<file path="src/rtl/unified_mem_arbiter.sv">
// Two-port arbiter for the single-ported unified instruction/data memory: fetch vs load/store.
// Define UMA_TEXT_PROT_EN to suppress stores below TEXT_LIMIT (reported through d_err).
module unified_mem_arbiter #(
  parameter int unsigned STARVE_LIMIT = 4,
  parameter int unsigned MEM_DEPTH    = 128,
  parameter int unsigned TEXT_LIMIT   = 79
) (
  input  logic        clk,
  input  logic        rst_n,
  input  logic        if_req,
  input  logic [7:0]  if_addr,
  output logic        if_ack,
  output logic [31:0] if_rdata,
  input  logic        d_req,
  input  logic        d_we,
  input  logic [7:0]  d_addr,
  input  logic [1:0]  d_method,
  input  logic [31:0] d_wdata,
  output logic        d_ack,
  output logic [31:0] d_rdata,
  output logic        d_err,
  output logic [7:0]  mem_word_addr,
  output logic        mem_read,
  output logic        mem_write,
  output logic [1:0]  mem_save_method,
  output logic [31:0] mem_wdata,
  input  logic [31:0] mem_rdata,
  output logic        busy
);

  localparam logic [1:0] ST_IDLE    = 2'd0;
  localparam logic [1:0] ST_SERVE_I = 2'd1;
  localparam logic [1:0] ST_SERVE_D = 2'd2;
  localparam logic [1:0] ST_ACK     = 2'd3;

  localparam int unsigned CW         = $clog2(STARVE_LIMIT + 1);
  localparam logic [CW-1:0] STARVE_MAX = CW'(STARVE_LIMIT);
  localparam logic [8:0]  DEPTH_W    = 9'(MEM_DEPTH);
  localparam logic [8:0]  TEXT_W     = 9'(TEXT_LIMIT);

`ifdef UMA_TEXT_PROT_EN
  localparam logic PROT_EN = 1'b1;
`else
  localparam logic PROT_EN = 1'b0;
`endif

  logic [1:0]    state_q, state_d;
  logic          win_d_q, win_d_d;
  logic [7:0]    addr_q, addr_d;
  logic          we_q, we_d;
  logic [1:0]    method_q, method_d;
  logic [31:0]   wdata_q, wdata_d;
  logic [CW-1:0] starve_q, starve_d;
  logic          err_q, err_d;
  logic [31:0]   if_rdata_q, if_rdata_d;
  logic [31:0]   d_rdata_q, d_rdata_d;

  logic        serving;
  logic        in_range;
  logic        prot_hit;
  logic        access_ok;
  logic        pick_d;
  logic [31:0] rd_word;

  assign serving   = (state_q == ST_SERVE_I) || (state_q == ST_SERVE_D);
  assign in_range  = {1'b0, addr_q} < DEPTH_W;
  assign prot_hit  = PROT_EN & we_q & ({1'b0, addr_q} < TEXT_W);
  assign access_ok = in_range & ~prot_hit;
  assign rd_word   = in_range ? mem_rdata : 32'h0;

  // Data wins ties unless fetch has already lost STARVE_LIMIT times in a row.
  assign pick_d = d_req & ~(if_req & (starve_q == STARVE_MAX));

  // NOTE: every always_comb output is assigned a default first so no latch is inferred.
  always_comb begin
    state_d    = state_q;
    win_d_d    = win_d_q;
    addr_d     = addr_q;
    we_d       = we_q;
    method_d   = method_q;
    wdata_d    = wdata_q;
    starve_d   = starve_q;
    err_d      = err_q;
    if_rdata_d = if_rdata_q;
    d_rdata_d  = d_rdata_q;
    case (state_q)
      ST_IDLE: begin
        if (if_req || d_req) begin
          state_d  = pick_d ? ST_SERVE_D : ST_SERVE_I;
          win_d_d  = pick_d;
          addr_d   = pick_d ? d_addr : if_addr;
          we_d     = pick_d & d_we;
          method_d = pick_d ? d_method : 2'b00;
          wdata_d  = pick_d ? d_wdata : 32'h0;
          err_d    = 1'b0;
          if (!pick_d) begin
            starve_d = '0;
          end else if (if_req && (starve_q != STARVE_MAX)) begin
            starve_d = starve_q + CW'(1);
          end
        end
      end
      ST_SERVE_I, ST_SERVE_D: begin
        state_d = ST_ACK;
        err_d   = win_d_q & ~access_ok;
        if (win_d_q) d_rdata_d  = rd_word;
        else         if_rdata_d = rd_word;
      end
      ST_ACK:  state_d = ST_IDLE;
      default: state_d = ST_IDLE;
    endcase
  end

  // NOTE: sequential state uses non-blocking assignments so all registers update together.
  always_ff @(posedge clk or negedge rst_n) begin
    if (!rst_n) begin
      state_q    <= ST_IDLE;
      win_d_q    <= 1'b0;
      addr_q     <= 8'h0;
      we_q       <= 1'b0;
      method_q   <= 2'b00;
      wdata_q    <= 32'h0;
      starve_q   <= '0;
      err_q      <= 1'b0;
      if_rdata_q <= 32'h0;
      d_rdata_q  <= 32'h0;
    end else begin
      state_q    <= state_d;
      win_d_q    <= win_d_d;
      addr_q     <= addr_d;
      we_q       <= we_d;
      method_q   <= method_d;
      wdata_q    <= wdata_d;
      starve_q   <= starve_d;
      err_q      <= err_d;
      if_rdata_q <= if_rdata_d;
      d_rdata_q  <= d_rdata_d;
    end
  end

  // Memory controls come straight from state, so an async reset kills a pending write at once.
  assign mem_word_addr   = serving ? addr_q : 8'h0;
  assign mem_read        = serving & in_range & ~we_q;
  assign mem_write       = serving & access_ok & we_q;
  assign mem_save_method = serving ? method_q : 2'b00;
  assign mem_wdata       = (serving & we_q) ? wdata_q : 32'h0;

  assign if_ack   = (state_q == ST_ACK) & ~win_d_q;
  assign d_ack    = (state_q == ST_ACK) & win_d_q;
  assign d_err    = d_ack & err_q;
  assign if_rdata = if_rdata_q;
  assign d_rdata  = d_rdata_q;
  assign busy     = (state_q != ST_IDLE);

endmodule

</file>
<file path="config.mk">
export PLATFORM = sky130hd
export DESIGN_NAME = unified_mem_arbiter
export DESIGN_NICKNAME = d
export VERILOG_FILES = /design/src/rtl/unified_mem_arbiter.sv
export SDC_FILE = /design/constraint.sdc
export NUM_CORES = 1
export LEC_CHECK = 0
export ABC_AREA = 1
export ABC_CLOCK_PERIOD_IN_PS = 1500
export BUFFER_PORTS_ARGS = -buffer_cell sky130_fd_sc_hd__buf_2
export CAP_MARGIN = 20
export CORE_ASPECT_RATIO = 1.1
export CORE_MARGIN = 2
export CORE_UTILIZATION = 32
export CTS_CLUSTER_DIAMETER = 80
export CTS_CLUSTER_SIZE = 14
export DETAILED_ROUTE_END_ITERATION = 8
export PLACE_DENSITY = 0.54
export SETUP_SLACK_MARGIN = 0.5
export SYNTH_ARGS = -nofsm -noshare
export SYNTH_HDL_FRONTEND = slang
export SYNTH_SLANG_ARGS = --single-unit
</file>
<file path="constraint.sdc">
create_clock -name clk -period 1.5 [get_ports clk]
set_input_delay 0.15 -clock clk [delete_from_list [all_inputs] [get_ports clk]]
set_output_delay 0.15 -clock clk [all_outputs]
set_load 0.1 [all_outputs]
</file>
==> metrics, run 1 <==
outcome complete, but fails checks; failing checks setup timing; Pre-Repair DR Iteration Count 4; final net count 1,030; num rows 48; drt total wl 17,700 um; synthesized cell area 5210 um^2; largest net degree at the start of global routing 35; period utilization 123%; Synth Warn # 0; Hold Path Class in -> reg; post-route cell area 10,200 um^2; CP Cell Sequence inv_2, ha_4, nand2_4, buf_12, nor2_4, buf_12; number of H-tree levels 4; Worst Clk Skew 0.00745 ns; syn_area_per_cell 7.77 um^2; XOR/XNOR Fraction of Synth Area 0.168%; clock sinks 114; CTS buffer count 17; DR vias 5,195; max_slew headroom 66.1%; Vias/cell 4.51; Slew Limit Fails 0; # DRC 0; area occupied by multi-input gates 2420 um^2; Period minus WS final 1.84 ns; Hold Vio Cnt, Final 0; via count of the first global-routing pass 5,135; FF+latch count, synth 114; post-synthesis simple-gate area fraction 23.5%; I/O pins 199; max cap viols 0; Compound-Gate Fraction of Synth Area 7.59%; Reg clk slew, reported paths 0.05 ns; grt ovf 0; DRT antenna net count 0; Final Setup Violations 57; post-synthesis instance total 670; area share of fa/ha/maj cells after synthesis 0.961%; initial DRC count 184; Storage cell area 2930 um^2; Worst EP required 1.35 ns; Least-Margin Pin Slew 0.512 ns; die area 17,300 um^2; crit path max fanout 13; net count after synthesis 761; WP data arrival 1.69 ns; layout cells sized above 1 48.2%; Startpoint Class flop; # diodes 0; chip height 138 um; fmax 544 MHz; die span in x 126 um; final hold slack 0.0438 ns; initial antenna violation count 0; slowest CP cell dfrtp_1; GPL Wtd Cong 0.753; CTS tree done; main combinational cell family by area after synthesis simple AND/OR/NAND/NOR gates; Largest stage delay, worst path 0.36 ns; sequential fraction of the synthesis area 54.8%; clk_lat worst skew 0.40 ns; critical path class reg -> out; GRT Resource Usage Total 19.0%; Crit path top cell by count buf_12; Crit. End Element primary output; unrepaired setup endpoints after global routing true; Layout Area Growth over Synthesis 95.4%; Root Buffer clkbuf_16; Fillers 1,265; Initial Utilization 33.0%; Max clock buf depth 2; first-pass GRT wire length 25,800 um; mux share of post-synthesis cell area 0%; Yosys cell types 19; Setup WS post-layout -0.340 ns; CORE AREA 15,800 um^2; per-cell routed wire length 15.4 um; DP HPWL 11,000 um; placed instance area 7790 um^2; port bufs 198
[final timing paths]
check                                                end  depth (start not counted)                    from  slack [ns]
worst max-delay path                       mem_wdata[10]                          6  state_q[0]$_DFFE_PN0P_       -0.34
worst min-delay path             d_rdata[22]$_DFFE_PN0P_                          5           mem_rdata[22]        0.04
worst max register to register  if_rdata[30]$_DFFE_PN0P_                          8  state_q[0]$_DFFE_PN0P_       -0.03
worst min register to register     addr_q[6]$_DFFE_PN0P_                          2   addr_q[6]$_DFFE_PN0P_        0.47
max in group asynchronous       if_rdata[14]$_DFFE_PN0P_                          3                   rst_n        0.69
min in group asynchronous          addr_q[1]$_DFFE_PN0P_                          2                   rst_n        0.25
[logic make-up (layout without fill, tap and decap cells)]
kind of cell | Yosys count | count (layout)
simple gates | 311 | 312
buf+inv | 169 | 449
flops | 114 | 114
compound gates | 71 | 71
fa+ha+maj | 4 | 4
xor+xnor | 1 | 1
[stage by stage]
step | setup TNS (ns) | instances | setup WS, ns | utilization (%)
floorplan | -10.38 | 670 | -0.321 | -
global placement | 0 | 1059 | 0.0669 | 49.3
detailed placement | 0 | 1059 | 0.0650 | 49.3
CTS | -14.83 | 1134 | -0.357 | 58.3
global route | -22.39 | 1151 | -0.423 | 64.4
finish | -14.32 | 1151 | -0.340 | 64.4
[placed cells by master (no fill, tap or decap), types with 11 or more instances in the layout]
cell type	synthesis	routed
buf_12	0	101
buf_2	16	107
buf_4	6	16
buf_6	0	14
clkbuf_16	0	22
clkinvlp_4	0	11
dfrtp_1	114	50
dfrtp_2	0	64
dlygate4sd3_1	0	36
inv_1	132	116
nand2_1	216	204
nor2_1	68	33
nor2_4	1	37
o21ai_0	37	25
o22ai_2	0	20
[synthesized netlist by cell type (all sizes together)]
master | instances | share of area (%)
clkbuf | 13 | 0.94
buf | 22 | 2.4
dfrtp | 114 | 55
nor3 | 2 | 0.19
nand2 | 217 | 16
ha | 4 | 0.96
nor2 | 70 | 5.2
xnor2 | 1 | 0.17
inv | 134 | 9.7
nand3 | 22 | 2.4
o21ai | 39 | 3.7
o22ai | 32 | 3.8
[sequential cells by signal, summed over array words and instances, names as in the netlist]
signal and cells:
if_rdata 32, state_q 2, d_rdata 32, addr_q 8, wdata_q 32, win_d_q 1
starve_q 3, method_q 2, err_q 1, we_q 1
[cell type report]
type / count / share of cell area (%)
Clock buffer: 26 / 4.91
Clock inverter: 5 / 0.738
Inverter: 134 / 5.55
Multi-Input combinational cell: 388 / 23.8
Sequential cell: 114 / 28.8
Tap cell: 200 / 2.46
Timing Repair Buffer: 284 / 33.7
[routing by layer]
metal  part of all wire (%)  global-route usage (%)  up-vias  wire, um
li1                       -                       -     2537         -
met1                     41                    22.5     2500      7190
met2                     53                    33.5      142      9350
met3                    5.1                    4.78       16       901
met4                    1.7                    7.47        0       294
met5                      0                       0        -         0
[what timing repair did]
action / in CTS / in global routing
setup buffers: 5 / 9
endpoints found under the hold margin: 64 / 0
pin swaps: 7 / 22
gates resized for setup: 102 / 188
setup endpoints to repair: 226 / 226
gates cloned: 3 / 8
hold buffers: 36 / 0
[worst max-delay path, delay by kind of cell, from the launching register on]
| family | cells | cell delay [ns] |
|---|---|---|
| adder cells (fa/ha/maj) | 1 | 0.28 |
| buffers and inverters | 3 | 0.42 |
| AND/OR/NAND/NOR | 2 | 0.22 |
| flip-flops | 1 | 0.36 |
Power of run 1 is left out: the tool's default activity adds up to more than one toggle a clock period on the data nets, which glitch-free logic cannot reach.
==> inputs of run 2 (changes only) <==
CORE_UTILIZATION = 49   (was 32)
PLACE_DENSITY = 0.78   (was 0.54)
==> run 2 against run 1 <==
Compared with the run above: the run now fails in clock tree synthesis (4_1_cts); synthesized cell count unchanged; area after synthesis unchanged.
==> metrics, run 2 <==
outcome aborted with a tool error; Stop stage clock tree synthesis (4_1_cts); Run Error [ERROR DPL-0033] detailed placement checks failed during check placement.; Initial Utilization 50.1% (+17 points); CTS resizes 310 (+200%); placed instance area 7630 um^2 (-2.1%); net count after synthesis 761 (unchanged); proportion of netlist area held by the largest area contributor 54.8% (unchanged); Max clock buf depth 2 (unchanged); port bufs 198 (unchanged); Post CTS Setup Buffer Count 30 (+25); sequential fraction of the synthesis area 54.8% (unchanged); Yosys cell types 19 (unchanged); synthesized cell area 5210 um^2 (unchanged); area leader, netlist dfrtp_1; chip height 112 um (-19%); FF+latch count, synth 114 (unchanged); Synth area leaders dfrtp_1, nand2_1, inv_1, nor2_1, o22ai_1; CTS buffer count 17 (unchanged); EDFF count, synth 0 (unchanged); Root Buffer clkbuf_16; die span in x 102 um (-19%); number of H-tree levels 4 (unchanged); I/O pins 199 (unchanged); Hold Buf Count CTS 19 (-47%); Synth Warn # 0 (unchanged); asr flop ratio synth 100% (unchanged); DP HPWL 10,700 um (-2.2%); most common cell in the synthesized netlist nand2_1; GPL Wtd Cong 0.826 (+9.7%); num rows 39 (-19%); commonest cells in the netlist nand2_1, inv_1, dfrtp_1; syn_area_per_cell 7.77 um^2 (unchanged); post-synthesis instance total 670 (unchanged); prevailing post-synth register cell dfrtp_1; clock sinks 114 (unchanged)
-- run 2: cell counts after synthesis --
No cell type changed its count.
-- run 2: cell families after synthesis --
family | after synthesis | synth area share [%]
xor+xnor | 1 | 0.168
buf+inv | 169 | 13.0
flops | 114 | 54.8
simple gates | 311 | 23.5
compound gates | 71 | 7.59
fa+ha+maj | 4 | 0.961
-- run 2: per-stage QoR --
| step | util, % | cells | setup WS, ns |
|---|---|---|---|
| 3_5_place_dp | 73.4 | 995 | 0.0246 |
| 3_3_place_gp | 73.4 | 995 | 0.0591 |
| 2_1_floorplan | - | 670 | -0.321 |
==> inputs of run 3 (changes only) <==
CORE_ASPECT_RATIO = default   (was 1.1)
CORE_UTILIZATION = 39   (was 49)
CTS_CLUSTER_DIAMETER = default   (was 80)
CTS_CLUSTER_SIZE = default   (was 14)
PLACE_DENSITY = default   (was 0.78)
PLACE_DENSITY_LB_ADDON = 0.15   (was default)
SETUP_SLACK_MARGIN = default   (was 0.5)
==> run 3 against run 2 <==
Compared with the run above: the flow now finishes, with violations (setup timing).
==> metrics, run 3 (synthesis results as in run 1) <==
setup_tns -15.76 ns; fmax 527 MHz; Hold Startpoint d_wdata[27]; Worst R2R Path Depth 8; die area 14,300 um^2; reg2reg end if_rdata[15]$_DFFE_PN0P_; R2R Setup Slk 0.03 ns; period utilization 126%; Layout Area Growth over Synthesis 65.3%; per-cell routed wire length 14.0 um; clock sinks 114 (unchanged); number of H-tree levels 4 (unchanged); CP Launch Point state_q[0]$_DFFE_PN0P_; DP HPWL 10,500 um (-2.0%); num rows 42 (+7.7%); Period minus WS final 1.90 ns; Finished Core Util 65.5%; GRT Resource Usage Total 22.5%; WHS Path Cells 3; DR vias 5,014; CTS tree done; Worst EP required 1.35 ns; GPL Wtd Cong 0.812 (-1.7%); Least-Margin Pin Slew 0.628 ns; CORE AREA 13,100 um^2; chip height 120 um (+6.6%); met3 GRT Util 6.27%; met2 usage 37.9%; final net count 1,007; WP data arrival 1.75 ns; Max clock buf depth 2 (unchanged); Fillers 1,051; crit path max fanout 12; initial DRC count 248; CTS buffer count 17 (unchanged); # DRC 0; Crit. End Element primary output; clk_lat worst skew 0.42 ns; Pre-Repair DR Iteration Count 4; worst r2r src state_q[0]$_DFFE_PN0P_; met1 Usage GRT 27.1%; Setup WS post-layout -0.396 ns; failing checks setup timing; initial antenna violation count 1; drt total wl 15,500 um; I/O pins 199 (unchanged); largest net degree at the start of global routing 115; first-pass GRT wire length 25,300 um; layout cells sized above 1 34.1%; commonest non-fill, non-tap cells in the layout nand2_1, buf_2, inv_1; unrepaired setup endpoints after global routing true; Root Buffer clkbuf_16; DRT antenna net count 0; Startpoint Class flop; max_slew headroom 58.1%; Vias/cell 4.54; Worst Clk Skew 0.0113 ns; Initial Utilization 39.6% (-10 points); port bufs 198 (unchanged); Reg clk slew, reported paths 0.05 ns; Slew Limit Fails 0; Hold Vio Cnt, Final 0; outcome complete, but fails checks; die span in x 120 um (+17%); Endpoint, Worst Hold wdata_q[27]$_DFFE_PN0P_; Final Setup Violations 47; Hold Path Class in -> reg; via count of the first global-routing pass 5,152; critical path class reg -> out; Placement Setup Slack 0.0210 ns (-0.00360 ns); grt ovf 0; max cap viols 0; grt peak-use layer met2; most common cell after layout, fill and taps aside nand2_1
[run 3: area by class of cell]
| cell class | instances | area, um^2 | share of cell area (%) |
|---|---|---|---|
| Antenna cell | 1 | 2.50 | 0.0291 |
| Clock buffer | 26 | 489 | 5.69 |
| Clock inverter | 5 | 52.6 | 0.611 |
| Inverter | 134 | 552 | 6.41 |
| Multi-Input combinational cell | 387 | 2010 | 23.4 |
| Sequential cell | 114 | 2850 | 33.2 |
| Tap cell | 176 | 220 | 2.56 |
| Timing Repair Buffer | 262 | 2420 | 28.2 |
[run 3: per-layer routing]
layer / part of all wire (%) / routed length (um)
met4: 2.2 / 335
met3: 6.5 / 1000
met5: 0 / 0
met1: 42 / 6540
met2: 49 / 7580
[run 3: through the flow]
step	instance area, um^2	std cells	hold WS [ns]
2_1_floorplan	5550	670	-0.146
3_3_place_gp	7580	1035	0.282
3_5_place_dp	7580	1035	0.293
4_1_cts	8560	1103	0.00275
5_1_grt	8600	1105	0.0142
6_report	8600	1105	0.0138
[run 3: worst max path at each step]
stage | slack [ns] | end | cells after the start
floorplan | -0.32 | mem_read | 5
global placement | 0.06 | if_rdata[15]$_DFFE_PN0P_ | 8
detailed placement | 0.02 | if_rdata[6]$_DFFE_PN0P_ | 7
CTS | -0.39 | mem_wdata[17] | 6
global route | -0.45 | mem_wdata[17] | 6
finish | -0.40 | mem_wdata[17] | 6
[run 3: what timing repair did]
action                                  CTS  global route
gates cloned                              1             1
endpoints found under the setup margin   47            90
hold endpoints to repair                147             0
pin swaps                                 5             0
hold buffers                             34             0
resized for setup                        13            12
buffers inserted                          3             0
[run 3: critical path, stage by stage (launching register included)]
cell and delay [ns]:
dfrtp_1 0.37, inv_2 0.06, ha_4 0.30, nand2_8 0.09
buf_12 0.19, nor2_4 0.13, buf_12 0.18
Power of run 3 is left out for the same reason.
==> inputs of run 4 (changes only) <==
ABC_AREA = default   (was 1)
ABC_CLOCK_PERIOD_IN_PS = default   (was 1500)
==> run 4 against run 3 <==
Compared with the run above: the run still ends with setup timing left; non-clock buffer count up 24; first-iteration DRC count is 47% higher; clock skew shrank 0.0055 ns; flip-flop and latch count stayed put; area after synthesis is 6.5% lower; core utilization increased by 5.0 points; critical path depth unchanged; critical endpoint unchanged; highest routed layer unchanged.
==> metrics, run 4 <==
chip height 116 um (-3.2%); Slew Limit Fails 0 (unchanged); CP Launch Point state_q[1]$_DFFE_PN0P_; met2 usage 36.7% (-1.2 points); clock sinks 114 (unchanged); period utilization 127% (+0.66 points); Pre-Repair DR Iteration Count 5 (+1); final hold slack 0.00654 ns (-0.00722 ns); die span in x 116 um (-3.2%); Root Buffer clkbuf_16; failing checks setup timing; initial DRC count 364 (+47%); first-pass GRT wire length 22,900 um (-9.3%); outcome complete, but fails checks; CTS buffer count 17 (unchanged); worst r2r src state_q[1]$_DFFE_PN0P_; EDFF count, synth 0 (unchanged); WP data arrival 1.76 ns (about the same); met3 GRT Util 4.86% (-1.4 points); WHS Path Cells 2 (-1); DP HPWL 9310 um (-12%); I/O pins 199 (unchanged); FF+latch count, synth 114 (unchanged); Worst Clk Skew 0.00581 ns (-0.00547 ns); Least-Margin Pin Slew 0.523 ns (-0.105 ns); per-cell routed wire length 18.9 um (+35%); sequential fraction of the synthesis area 58.6% (+3.8 points); Startpoint Class flop; port bufs 198 (unchanged); # DRC 0 (unchanged); Layout Area Growth over Synthesis 75.3%; Hold Vio Cnt, Final 0 (unchanged); DRT antenna net count 0 (unchanged); area leader, netlist dfrtp_1; Setup WS post-layout -0.406 ns (-0.00985 ns); Final Setup Violations 111 (+140%); Period minus WS final 1.91 ns (+0.00985 ns); grt peak-use layer met2; grt ovf 0 (unchanged); dpl cells 817 (-21%); final net count 832 (-17%); num rows 40 (-4.8%); placed instance area 7040 um^2 (-7.2%); Initial Utilization 40.2% (+0.57 points); most common cell in the synthesized netlist dfrtp_1; die area 13,400 um^2 (-6.3%); drt total wl 17,400 um (+12%); Hold Path Class in -> reg; CORE AREA 12,100 um^2 (-7.8%); asr flop ratio synth 100% (unchanged); max_slew headroom 65.4% (+7.2 points); critical path class reg -> out; Synth Warn # 0 (unchanged); initial antenna violation count 0 (-1); syn_area_per_cell 10.3 um^2 (+32%); Reg clk slew, reported paths 0.05 ns (about the same); prevailing post-synth register cell dfrtp_1; Crit. End Element primary output; unrepaired setup endpoints after global routing true; Synth area leaders dfrtp_1, nand2_1, o21ai_0, a22o_1, and3_1; Hold Startpoint d_wdata[11]; synthesized cell area 4870 um^2 (-6.5%); Worst R2R Path Depth 8 (unchanged); number of H-tree levels 4 (unchanged); clk_lat worst skew 0.40 ns (-0.02 ns); Vias/cell 5.20 (+15%); Max clock buf depth 2 (unchanged); layout cells sized above 1 45.7% (+12 points); GPL Wtd Cong 0.820 (+0.94%); largest net degree at the start of global routing 65 (-43%); via count of the first global-routing pass 4,620 (-10%); max cap viols 0 (unchanged); post-synthesis instance total 473 (-29%); crit path max fanout 11 (-1); post-route cell area 8530 um^2 (-0.81%); DR vias 4,782 (-4.6%); Worst EP required 1.35 ns (about the same); CTS tree done; fmax 525 MHz (-0.52%); Yosys cell types 30 (+11); commonest non-fill, non-tap cells in the layout buf_2, dfrtp_1, nand2_1; commonest cells in the netlist dfrtp_1, nand2_1, o21ai_0; net count after synthesis 564 (-26%); proportion of netlist area held by the largest area contributor 58.6% (+3.8 points); fin cells 920 (-17%); GRT Resource Usage Total 22.0% (-0.53 points); met1 Usage GRT 27.4% (+0.25 points); most common cell after layout, fill and taps aside buf_2; Placement Setup Slack -0.0136 ns (-0.0347 ns)
run 4: cell types whose count changed in the layout (fill, tap and decap cells not counted), moves of 12 or more:
cell	change
o22ai_1	-32
nor2_1	-32
and3_4	+35
nand2_1	-125
nand2b_1	+32
nand3_1	-17
nor2_4	-37
o21ai_1	+24
inv_1	-115
a22o_1	+32
and2_4	+12
run 4: routing by layer:
metal | share of wire, % | wire length (um)
met5 | 0 | 0
met4 | 2.6 | 448
met3 | 6.6 | 1150
met2 | 50 | 8610
met1 | 41 | 7150
run 4: layout make-up:
| class | instances | area (um^2) |
|---|---|---|
| flip-flops and latches | 114 | 2850 |
| multi-input cells | 317 | 2090 |
| fillers | 885 | 3580 |
| diodes | 1 | 2.50 |
| repair buffers | 286 | 2830 |
| well taps | 168 | 210 |
| inverters | 5 | 22.5 |
| clock buffers | 24 | 492 |
| clock inverters | 5 | 30.0 |
run 4: repair_timing:
action | 4_1_cts | 5_1_grt
hold buffers | 37 | 0
pin swaps | 6 | 8
endpoints found under the setup margin | 56 | 148
cloned | 0 | 21
buffers inserted | 6 | 10
gates resized for setup | 5 | 42
hold endpoints to repair | 150 | 0
run 4: cells by family (layout without fill, tap and decap cells):
kind of cell | after synthesis | count (layout) | share of synthesized area (%)
AND/OR/NAND/NOR | 189 | 192 | 19.9
AO/OA/AOI/OAI | 120 | 121 | 15.7
flip-flops | 114 | 114 | 58.6
buffers and inverters | 46 | 320 | 4.78
adder cells (fa/ha/maj) | 4 | 4 | 1.03
other | 0 | 1 | 0
run 4: worst max-delay path: stages (launching register included):
cell and delay (ns):
dfrtp_1 0.37, inv_2 0.06, ha_4 0.28, buf_12 0.12, clkbuf_16 0.15, and3_4 0.20, buf_12 0.17
run 4: path summary, 6_finish.rpt:
path	to	slack, ns
max	mem_wdata[17]	-0.41
min	wdata_q[11]$_DFFE_PN0P_	0.007
max reg2reg	d_rdata[20]$_DFFE_PN0P_	-0.09
min reg2reg	d_rdata[12]$_DFFE_PN0P_	0.47
max in group asynchronous	win_d_q$_DFFE_PN0P_	0.88
min in group asynchronous	if_rdata[13]$_DFFE_PN0P_	0.30
run 4: per-stage QoR:
| stage | utilization (%) | TNS, ns |
|---|---|---|
| after floorplan | - | -0.454 |
| after global placement | 58.1 | 0 |
| after detailed placement | 58.1 | -0.0534 |
| after CTS | 66.0 | -13.99 |
| after global routing | 70.4 | -27.66 |
| final | 70.5 | -19.36 |
Power of run 4 is left out for the same reason.
